===== src/rtl/seg7_pkg.sv =====
// seg7_pkg: shared hex-to-segment table, unlit pattern and scan state type.
package seg7_pkg;
  localparam logic [6:0] SEG_OFF = 7'b0000000;
  localparam logic [6:0] SEG_TABLE [16] = '{
    7'h3F, 7'h06, 7'h5B, 7'h4F, 7'h66, 7'h6D, 7'h7D, 7'h07,
    7'h7F, 7'h67, 7'h77, 7'h7C, 7'h39, 7'h5E, 7'h79, 7'h71
  };
  typedef enum logic [1:0] {IDLE, ON, DEAD} scan_state_t;
endpackage


===== src/rtl/seg7_hex_decode.sv =====
// seg7_hex_decode: combinational nibble to [GFEDCBA] lookup, 1 = lit.
module seg7_hex_decode
  import seg7_pkg::*;
(
  input  logic [3:0] nibble,
  output logic [6:0] segments
);
  assign segments = SEG_TABLE[nibble];
endmodule


===== src/rtl/seg7_scan_driver.sv =====
// seg7_scan_driver: time-multiplexed 7-segment scan with dwell, dead time,
// leading-zero blanking and selectable pin polarity; all pins come from flops.
module seg7_scan_driver
  import seg7_pkg::*;
#(
  parameter int NUM_DIGITS     = 4,
  parameter int CLKS_PER_DIGIT = 1000,
  parameter int DEAD_CLKS      = 2,
  parameter bit ACTIVE_LOW_SEG = 1'b0,
  parameter bit ACTIVE_LOW_DIG = 1'b0
) (
  input  logic                    i_clk,
  input  logic                    i_rst,
  input  logic                    i_enable,
  input  logic                    i_load,
  input  logic [4*NUM_DIGITS-1:0] i_value,
  input  logic [NUM_DIGITS-1:0]   i_dp,
  input  logic                    i_blank_lz,
  output logic [6:0]              o_segments,
  output logic                    o_dp,
  output logic [NUM_DIGITS-1:0]   o_digit_en
);
  localparam int CNT_MAX = CLKS_PER_DIGIT > DEAD_CLKS ? CLKS_PER_DIGIT : DEAD_CLKS;
  localparam int CNT_W = $clog2(CNT_MAX > 2 ? CNT_MAX : 2);
  localparam int IDX_W = $clog2(NUM_DIGITS > 2 ? NUM_DIGITS : 2);
  localparam logic [CNT_W-1:0] ON_LAST = CNT_W'(CLKS_PER_DIGIT - 1);
  localparam logic [CNT_W-1:0] DEAD_LAST = CNT_W'(DEAD_CLKS > 0 ? DEAD_CLKS - 1 : 0);
  localparam logic [IDX_W-1:0] IDX_LAST = IDX_W'(NUM_DIGITS - 1);
  localparam logic [6:0] SEG_POL = {7{ACTIVE_LOW_SEG}};
  localparam logic [NUM_DIGITS-1:0] DIG_POL = {NUM_DIGITS{ACTIVE_LOW_DIG}};
  scan_state_t state, state_nx;
  logic [IDX_W-1:0] idx, idx_nx, idx_inc;
  logic [CNT_W-1:0] cnt, cnt_nx;
  logic [4*NUM_DIGITS-1:0] shadow_value;
  logic [NUM_DIGITS-1:0] shadow_dp, blank, den_nx;
  logic [3:0] nibs [NUM_DIGITS];
  logic [6:0] dec_seg, seg_nx;
  logic dp_nx, lit_nx;
  for (genvar k = 0; k < NUM_DIGITS; k++) begin : g_dig
    assign nibs[k] = shadow_value[4*k +: 4];
    if (k == 0) begin : g_lsd
      assign blank[k] = 1'b0;
    end else begin : g_upper
      // Blank when this nibble and every nibble above it are zero.
      assign blank[k] = i_blank_lz && shadow_value[4*NUM_DIGITS-1:4*k] == '0;
    end
  end
  assign idx_inc = idx == IDX_LAST ? '0 : idx + 1'b1;
  always_comb begin
    state_nx = state;
    idx_nx = idx;
    cnt_nx = cnt + 1'b1;
    if (!i_enable) begin
      state_nx = IDLE;
      idx_nx = '0;
      cnt_nx = '0;
    end else if (state == IDLE) begin
      state_nx = ON;
      idx_nx = '0;
      cnt_nx = '0;
    end else if (state == ON && cnt == ON_LAST) begin
      state_nx = DEAD_CLKS > 0 ? DEAD : ON;
      idx_nx = DEAD_CLKS > 0 ? idx : idx_inc;
      cnt_nx = '0;
    end else if (state == DEAD && cnt == DEAD_LAST) begin
      state_nx = ON;
      idx_nx = idx_inc;
      cnt_nx = '0;
    end
  end
  // Output flops are fed from the upcoming phase so pins change on the entry edge.
  seg7_hex_decode u_dec (.nibble(nibs[idx_nx]), .segments(dec_seg));
  assign lit_nx = state_nx == ON;
  assign seg_nx = lit_nx && !blank[idx_nx] ? dec_seg : SEG_OFF;
  assign dp_nx = lit_nx && shadow_dp[idx_nx];
  assign den_nx = lit_nx ? NUM_DIGITS'(1) << idx_nx : '0;
  always_ff @(posedge i_clk or posedge i_rst) begin
    if (i_rst) begin
      state <= IDLE;
      idx <= '0;
      cnt <= '0;
      shadow_value <= '0;
      shadow_dp <= '0;
      o_segments <= SEG_OFF ^ SEG_POL;
      o_dp <= ACTIVE_LOW_SEG;
      o_digit_en <= DIG_POL;
    end else begin
      state <= state_nx;
      idx <= idx_nx;
      cnt <= cnt_nx;
      if (i_load) begin
        shadow_value <= i_value;
        shadow_dp <= i_dp;
      end
      o_segments <= seg_nx ^ SEG_POL;
      o_dp <= dp_nx ^ ACTIVE_LOW_SEG;
      o_digit_en <= den_nx ^ DIG_POL;
    end
  end
endmodule


===== config.mk =====
export PLATFORM = sky130hd
export DESIGN_NAME = seg7_scan_driver
export DESIGN_NICKNAME = d
export VERILOG_FILES = /design/src/rtl/seg7_pkg.sv /design/src/rtl/seg7_hex_decode.sv /design/src/rtl/seg7_scan_driver.sv
export SDC_FILE = /design/constraint.sdc
export NUM_CORES = 1
export LEC_CHECK = 0
export ABC_AREA = 1
export ABC_CLOCK_PERIOD_IN_PS = 3500
export CAP_MARGIN = 20
export CORE_MARGIN = 2
export CORE_UTILIZATION = 54
export CTS_CLUSTER_DIAMETER = 60
export CTS_CLUSTER_SIZE = 20
export DETAILED_ROUTE_END_ITERATION = 10
export GPL_TIMING_DRIVEN = 0
export PLACE_DENSITY = 0.89
export RECOVER_POWER = 50
export SLEW_MARGIN = 20
export SYNTH_ARGS = -nofsm -noshare
export SYNTH_HDL_FRONTEND = slang
export SYNTH_HIERARCHICAL = 1
export SYNTH_SLANG_ARGS = --single-unit
export TNS_END_PERCENT = 50

===== constraint.sdc =====
create_clock -name i_clk -period 3.5 [get_ports i_clk]
set_clock_uncertainty 0.05 [all_clocks]
set_input_delay 0.7 -clock i_clk [delete_from_list [all_inputs] [get_ports i_clk]]
set_output_delay 0.7 -clock i_clk [all_outputs]
set_load 0.05 [all_outputs]

== Yosys cells after proc, flatten, opt, wreduce, memory -nomap -nowiden ==
Memory sizes are Yosys's and may differ from the RTL's.
Cells that the tools add are included.

* Register bits after elaboration: 46
* ROM bits: 112
* Input port bits: 25
* Output and inout port bits: 12
* Word-level logic and storage cells: 59
* Memories: 1

* Add/subtract/negate cells: 2
* Order comparisons: 3
* Equal/unequal tests: 6
* Shifts and indexed selects: 1
* Mux-type cells: 24
* Bitwise gates (word level): 2
* Reduce and logical (&&, ||, !) cells: 12

{| class="wikitable"
|+ Memory list
! name !! depth !! bits a word !! read ports !! clocked after memory_dff !! wr ports !! RTL line !! source
|-
| (no name shown) || 16 || 7 || 1 || 0 || 0 || seg7_hex_decode.sv:8 || <nowiki>assign segments = SEG_TABLE[nibble];</nowiki>
|}

{| class="wikitable"
|+ Operator list
! kind !! number
|-
| $mux 10 || 4
|-
| $mux 7 || 3
|-
| $mux 2 || 9
|-
| $logic_not 12->1 || 1
|-
| $mux 4 || 3
|-
| $add 10x1->10 const B || 1
|-
| $eq 10x1->1 const B || 1
|-
| $eq 10x10->1 const B || 1
|-
| $bmux 4 s2 || 1
|-
| $logic_not 8->1 || 1
|-
| $logic_and 1x1->1 || 7
|-
| $ge 5x5->1 const B || 1
|-
| $not 4->5 || 1
|-
| $bmux 1 s2 || 2
|-
| $eq 2x1->1 const B || 2
|-
| $eq 2x2->1 const B || 2
|-
| $logic_not 4->1 || 1
|-
| $shl 1x2->4 const A || 1
|-
| $ge 3x3->1 const B || 1
|-
| $lt 2x3->1 const B || 1
|-
| $not 2->3 || 1
|-
| $add 2x1->2 const B || 1
|-
| $logic_not 2->1 || 1
|-
| $mux 1 || 2
|-
| $logic_not 1->1 || 1
|}

== Depth between registers and ports, before layout ==
* Word-level depth: 15
* Gate-level depth with buffers: 21
* Depth with buffers taken out: 21

== Hierarchy ==
The synthesis kept the hierarchy.

{| class="wikitable"
|+ Modules (own cells, without submodules)
! module !! instances !! cells an instance !! area an instance (um^2)
|-
| seg7_scan_driver || 1 || 231 || 2214.6
|-
| seg7_hex_decode || 1 || 53 || 272.8
|}

== Worst setup path before layout ==
OpenSTA, ideal clock, no wires.

* Path kind: register to register
* Start: register idx[0]
* End: register o_segments[3]
* Arrival time: 2332 ps
* Data required time: 3332 ps
* Slack: 1001 ps
* Cell stages (with the launch flop): 18
* Clock period less this slack: 2499 ps
* Path through: dfrtp_1 -> ha_1 -> or2_2 -> nand4_2 -> clkinv_1 -> nor2_8 -> nand2_2 -> nor2_1 -> nor2_1 -> nand3_1 -> inv_1 -> ha_1 -> nand2_1 -> o21ai_0 -> nand2_1 -> nand2_1 -> inv_1 -> nor2_2

* Word-level cells in the longest chain between the ends: 15

{| class="wikitable"
|+ Ends and longest elaborated chain
! item !! RTL line !! source
|-
| start: declaration || seg7_scan_driver.sv:32 || <nowiki>logic [IDX_W-1:0] idx, idx_nx, idx_inc;</nowiki>
|-
| start signal: assignment || seg7_scan_driver.sv:89 || <nowiki>idx <= idx_nx;</nowiki>
|-
| $add 2x1->2 / $eq 2x2->1 (equally long branches) || seg7_scan_driver.sv:48 || <nowiki>assign idx_inc = idx == IDX_LAST ? '0 : idx + 1'b1;</nowiki>
|-
| $mux 2 || seg7_scan_driver.sv:48 ||
|-
| $mux 2 || seg7_scan_driver.sv:65 || <nowiki>end else if (state == DEAD && cnt == DEAD_LAST) begin</nowiki>
|-
| $mux 2 (*) || seg7_scan_driver.sv:61 || <nowiki>end else if (state == ON && cnt == ON_LAST) begin</nowiki>
|-
| $mux 2 (*) || seg7_scan_driver.sv:57 || <nowiki>end else if (state == IDLE) begin</nowiki>
|-
| $mux 2 (*) || seg7_scan_driver.sv:53 || <nowiki>if (!i_enable) begin</nowiki>
|-
| net idx_nx[0] || seg7_scan_driver.sv:32 ||
|-
| $not 2->3 (not written as such) (*) || seg7_scan_driver.sv:72 || <nowiki>seg7_hex_decode u_dec (.nibble(nibs[idx_nx]), .segments(dec_seg));</nowiki>
|-
| $bmux 4 s2 (*) || seg7_scan_driver.sv:72 ||
|-
| $mux 4 (not written as such) (*) (2 in a row) || seg7_scan_driver.sv:72 ||
|-
| $not 4->5 (not written as such) (*) || seg7_hex_decode.sv:8 ||
|-
| $mem_v2 16x7 (*) || - ||
|-
| $mux 7 (not written as such) (*) (2 in a row) || seg7_hex_decode.sv:8 ||
|-
| net dec_seg[3] || seg7_scan_driver.sv:37 || <nowiki>logic [6:0] dec_seg, seg_nx;</nowiki>
|-
| $mux 7 (*) || seg7_scan_driver.sv:74 || <nowiki>assign seg_nx = lit_nx && !blank[idx_nx] ? dec_seg : SEG_OFF;</nowiki>
|-
| net seg_nx[3] || seg7_scan_driver.sv:37 ||
|-
| end signal: assignment || seg7_scan_driver.sv:84 || <nowiki>o_segments <= SEG_OFF ^ SEG_POL;</nowiki>
|-
| end signal: assignment || seg7_scan_driver.sv:95 || <nowiki>o_segments <= seg_nx ^ SEG_POL;</nowiki>
|-
| end: declaration || seg7_scan_driver.sv:19 || <nowiki>output logic [6:0] o_segments,</nowiki>
|}

Mark *: on every way through the listed nets, which the timed path passes. The rest lies on a longest branch. The select of a mux whose other input is x is not followed.
A chain may end at the register's enable or synchronous reset.

== Worst setup path in the final report ==
* Start: input port i_enable
* End: register o_segments[3]

* Word-level cells in the longest chain between the ends: 10

{| class="wikitable"
|+ Ends and longest elaborated chain
! item !! RTL line !! source
|-
| start: declaration || seg7_scan_driver.sv:14 || <nowiki>input logic i_enable,</nowiki>
|-
| $mux 2 || seg7_scan_driver.sv:53 ||
|-
| $not 2->3 (not written as such) || seg7_scan_driver.sv:72 ||
|-
| $bmux 4 s2 || seg7_scan_driver.sv:72 ||
|-
| $mux 4 (not written as such) (2 in a row) || seg7_scan_driver.sv:72 ||
|-
| $not 4->5 (not written as such) || seg7_hex_decode.sv:8 ||
|-
| $mem_v2 16x7 || - ||
|-
| $mux 7 (not written as such) (2 in a row) || seg7_hex_decode.sv:8 ||
|-
| net dec_seg[3] || seg7_scan_driver.sv:37 ||
|-
| $mux 7 || seg7_scan_driver.sv:74 ||
|-
| net seg_nx[3] || seg7_scan_driver.sv:37 ||
|}

The timed path passes the listed nets, and every way through them passes these cells. The select of a mux whose other input is x is not followed.

==> results.txt <==
----------------------------------------------------
[Clock tree]
  Post-CTS Hold Buffers ... 0
  Library cell used as clock root buffer ... clkbuf_8
  Cells resized by post-CTS repair ... 0
  Max H-tree Level ... 2
  Sinks on Clock Net ... 46
  TritonCTS Buffers ... 5
  CTS tree ... built
  Clock network latency to the later pin of the worst-skew pair ... 0.31 ns
  Maximum buffer depth of the clock tree ... 2
  Post-CTS clock slew at the launch and capture registers of the worst setup and hold paths ... 0.09 ns
  Post-CTS Repair Setup Buffers ... 0

[Synthesis]
  Sequential area share after synthesis ... 0.463
  Most frequent cell after synthesis ... nand2_1
  Number of register bits inferred by synthesis ... 46
  Most frequent cells after synthesis ... nand2_1 (57), dfrtp_1 (46), inv_1 (39)
  Net count after synthesis ... 319
  Ranking of synthesized cells by area ... dfrtp_1 (46%), nand2_1 (8.6%), inv_1 (5.9%)
  Async set-or-reset flop fraction in the synthesized netlist ... 1.00
  Ys flop type ... dfrtp_1
  Cells after Synth ... 284
  Number of synthesized flops with an enable pin ... 0
  Number of unique standard cell types used by synthesis ... 32
  Warnings from Yosys ... 6
  Cell taking the most area after synthesis ... dfrtp_1
  Area share of the largest cell type after synthesis ... 0.463
  Combined area of all synthesized cells ... 2490 um^2
  Avg Synthesized Cell Area ... 8.76 um^2

[Routing]
  Average via count per standard cell ... 5.15
  Iteration-0 DRC count of the detailed router ... 119
  Sum of routed wire length over all layers ... 4.70 mm
  Number of vias after detailed routing ... about 2000
  Post-route antenna net violation count ... 0
  Number of detailed-routing iterations run before antenna repair ... 4
  # DRC ... 0
  Average wire per standard cell ... 12.4 um

[Pwr]
  Relative contribution of the clock network to total power ... 0.327
  Power consumption ... 0.00119 W
  Part of the total power dissipated in sequential elements ... 0.488
  Maximum vdd drop ... 0.290 mV
  Power density over cell area ... 396 nW/um^2
  Switching pwr ... around 0.00033 W
  Part of the power in combinational logic ... 0.185
  Net switching fraction of the power ... 0.273
  Reported leakage power ... 1.44 nW
  Cell internal power dissipation ... 0.000868 W

[Global route]
  Vias in the first global route ... 1966
  Initial antenna violation count ... 0
  Global-route wire length before repair ... 8.55 mm
  GRT Resource Usage Total ... 0.213
  Largest net degree at the start of global routing ... 33
  Total congestion overflow after global routing ... 0

[Worst setup path]
  Slowest Stage Delay on Critical Path ... 0.49 ns
  Startpoint type of the worst setup path ... input pin
  Critical Path Sink ... o_segments[3]
  Worst reg2reg endpoint ... o_segments[3]
  Logic depth of the worst register-to-register path ... 19
  Required @ worst endpoint ... 3.64 ns
  CP startpoint ... i_enable
  Cell-by-cell listing of the critical path ... clkdlybuf4s50_1, o21ai_1, inv_2, nand3_2, nand2_2, nor2_1, nor2_1, nand3_1, inv_1, ha_1, nand2_1, o21ai_0, nand2_1, nand2_1, inv_1, nor2_2
  Reg2reg start ... cnt[1]
  Most prevalent standard cell on the critical path ... nand2_1
  Cell at the slowest stage of the critical path ... clkdlybuf4s50_1
  Critical path fanouts, max ... 10
  Reg2reg setup slack ... 0.66 ns
  CP Capture Type ... flip-flop
  Crit path DAT ... 3.04 ns
  Type of the worst setup path ... input pin to flip-flop

[Placement]
  Half-perimeter wire length after detailed placement ... about 3.6 mm
  Placed cell area ... 2920 um^2
  Count of buffers from port buffering ... 35
  Final RePlAce weighted congestion ... 0.925

[Run status]
  Violations in the final reports ... capacitance limit, slew limit
  Status ... finished, violations left

[STA]
  Period utilisation layout ... 0.827
  Worst Max-Slew Pin Slew ... around 1.6 ns
  Final worst path period need ... about 2.9 ns
  Final setup viols ... 0
  RSZ-0062 raised after global routing ... false
  Setup TNS ... 0 ns
  Total count of hold-check failures in the final report ... 0
  Highest achievable clock rate ... 346 MHz
  Slew headroom ... -0.0578
  Number of max-slew violations in the final report ... 33

[Floorplan]
  Die H ... just over 70 um
  Floorplan die width ... 71.9 um
  Overall die area ... 5170 um^2
  Initial Utilization ... 0.567
  Placeable core region ... 4380 um^2
  Number of top-level pins ... 37
  Number of core rows ... 24

[Flow run]
  Number of maximum-capacitance constraint violations ... 1

[Layout]
  Ant diodes ... 0
  Fraction of final layout cells sized beyond drive strength 1 ... 0.162
  Final nets ... 362
  Area growth syn-to-layout ... 21.3%
  Filler Cell Count ... 337
  Final design area excluding fillers ... 3020 um^2

[Min path]
  HP Start ... cnt[0]
  Worst min-delay path class ... flip-flop to flip-flop

----------------------------------------------------
per-layer routing:
| metal | vias to the layer above | track usage | share of wire |
|---|---|---|---|
| met5 | - | 0 | 0 |
| met3 | 14 | 0.0450 | 0.051 |
| li1 | 985 | - | - |
| met2 | 63 | 0.351 | 0.50 |
| met1 | 894 | 0.267 | 0.42 |
| met4 | 0 | 0.107 | 0.029 |
worst min path at each step:
stage | depth (start not counted) | endpoint | slack [ns]
final | 1 | cnt[0] | 0.46
after global placement | 1 | cnt[0] | 0.43
after floorplan | 1 | cnt[0] | 0.41
after CTS | 1 | cnt[0] | 0.46
after detailed placement | 1 | cnt[0] | 0.44
after global routing | 1 | cnt[0] | 0.49
cells by family (layout without fill, tap and decap cells):
logic type | Yosys count | after routing | synth area share
compound gates | 19 | 19 | 0.0392
xor+xnor | 2 | 2 | 0.00704
flops | 46 | 46 | 0.463
buf+inv | 47 | 91 | 0.0724
mux | 12 | 12 | 0.0543
simple gates | 148 | 148 | 0.314
fa+ha+maj | 10 | 10 | 0.0503
through the flow:
stage	utilization	instances	hold slack [ns]	worst slack, ns
2_1_floorplan	-	284	0.411	1.00
3_3_place_gp	0.662	371	0.435	0.391
3_5_place_dp	0.667	372	0.443	0.341
4_1_cts	0.692	380	0.455	0.638
5_1_grt	0.688	380	0.487	0.167
6_report	0.688	380	0.456	0.606
power groups by stage:
stage / sequential, W / combinational [W] / clock (W)
finish: 0.000583 / 0.000220 / 0.000390
global route: 0.000587 / 0.000247 / 0.000423
CTS: 0.000583 / 0.000225 / 0.000402
detailed placement: 0.000594 / 0.000224 / 0
global placement: 0.000591 / 0.000215 / 0
floorplan: 0.000627 / 0.000113 / 0
state kept, by name (all words and copies together) (netlist names):
| name | cells |
|---|---|
| state | 2 |
| shadow_dp | 4 |
| cnt | 10 |
| o_segments | 7 |
| idx | 2 |
| shadow_value | 16 |
| o_digit_en | 4 |
| o_dp | 1 |
critical path: cells and delay by family:
| kind | cells | cell delay (ns) |
|---|---|---|
| and+or+nand+nor | 9 | 0.97 |
| adders and majority gates | 1 | 0.27 |
| buffers and inverters | 4 | 0.89 |
| AOI/OAI and AO/OA | 2 | 0.20 |
layout make-up:
class	instances	area [um^2]	share of cell area
repair buffers	36	354	0.117
inverters	43	161	0.0535
clock buffers	6	72.6	0.0241
multi-input cells	191	1160	0.383
flip-flops and latches	46	1150	0.382
plain buffers	4	18.8	0.00622
well taps	52	65.1	0.0216
clock inverters	2	37.5	0.0124
cell usage in the layout, fill, tap and decap left out, drive strengths merged, types with 2 or more instances in the layout:
cell type      Yosys  final
clkbuf             3     10
clkdlybuf4s50      0     34
a21oi              6      6
nand3             26     26
o21ai             12     12
inv               42     42
mux2              12     12
dfrtp             46     46
nor4               2      2
nor3b              2      2
nor3               8      8
nor2              36     36
ha                10     10
nand2             66     66
nand4              6      6
No activity file was read; power rests on OpenSTA's default activity.
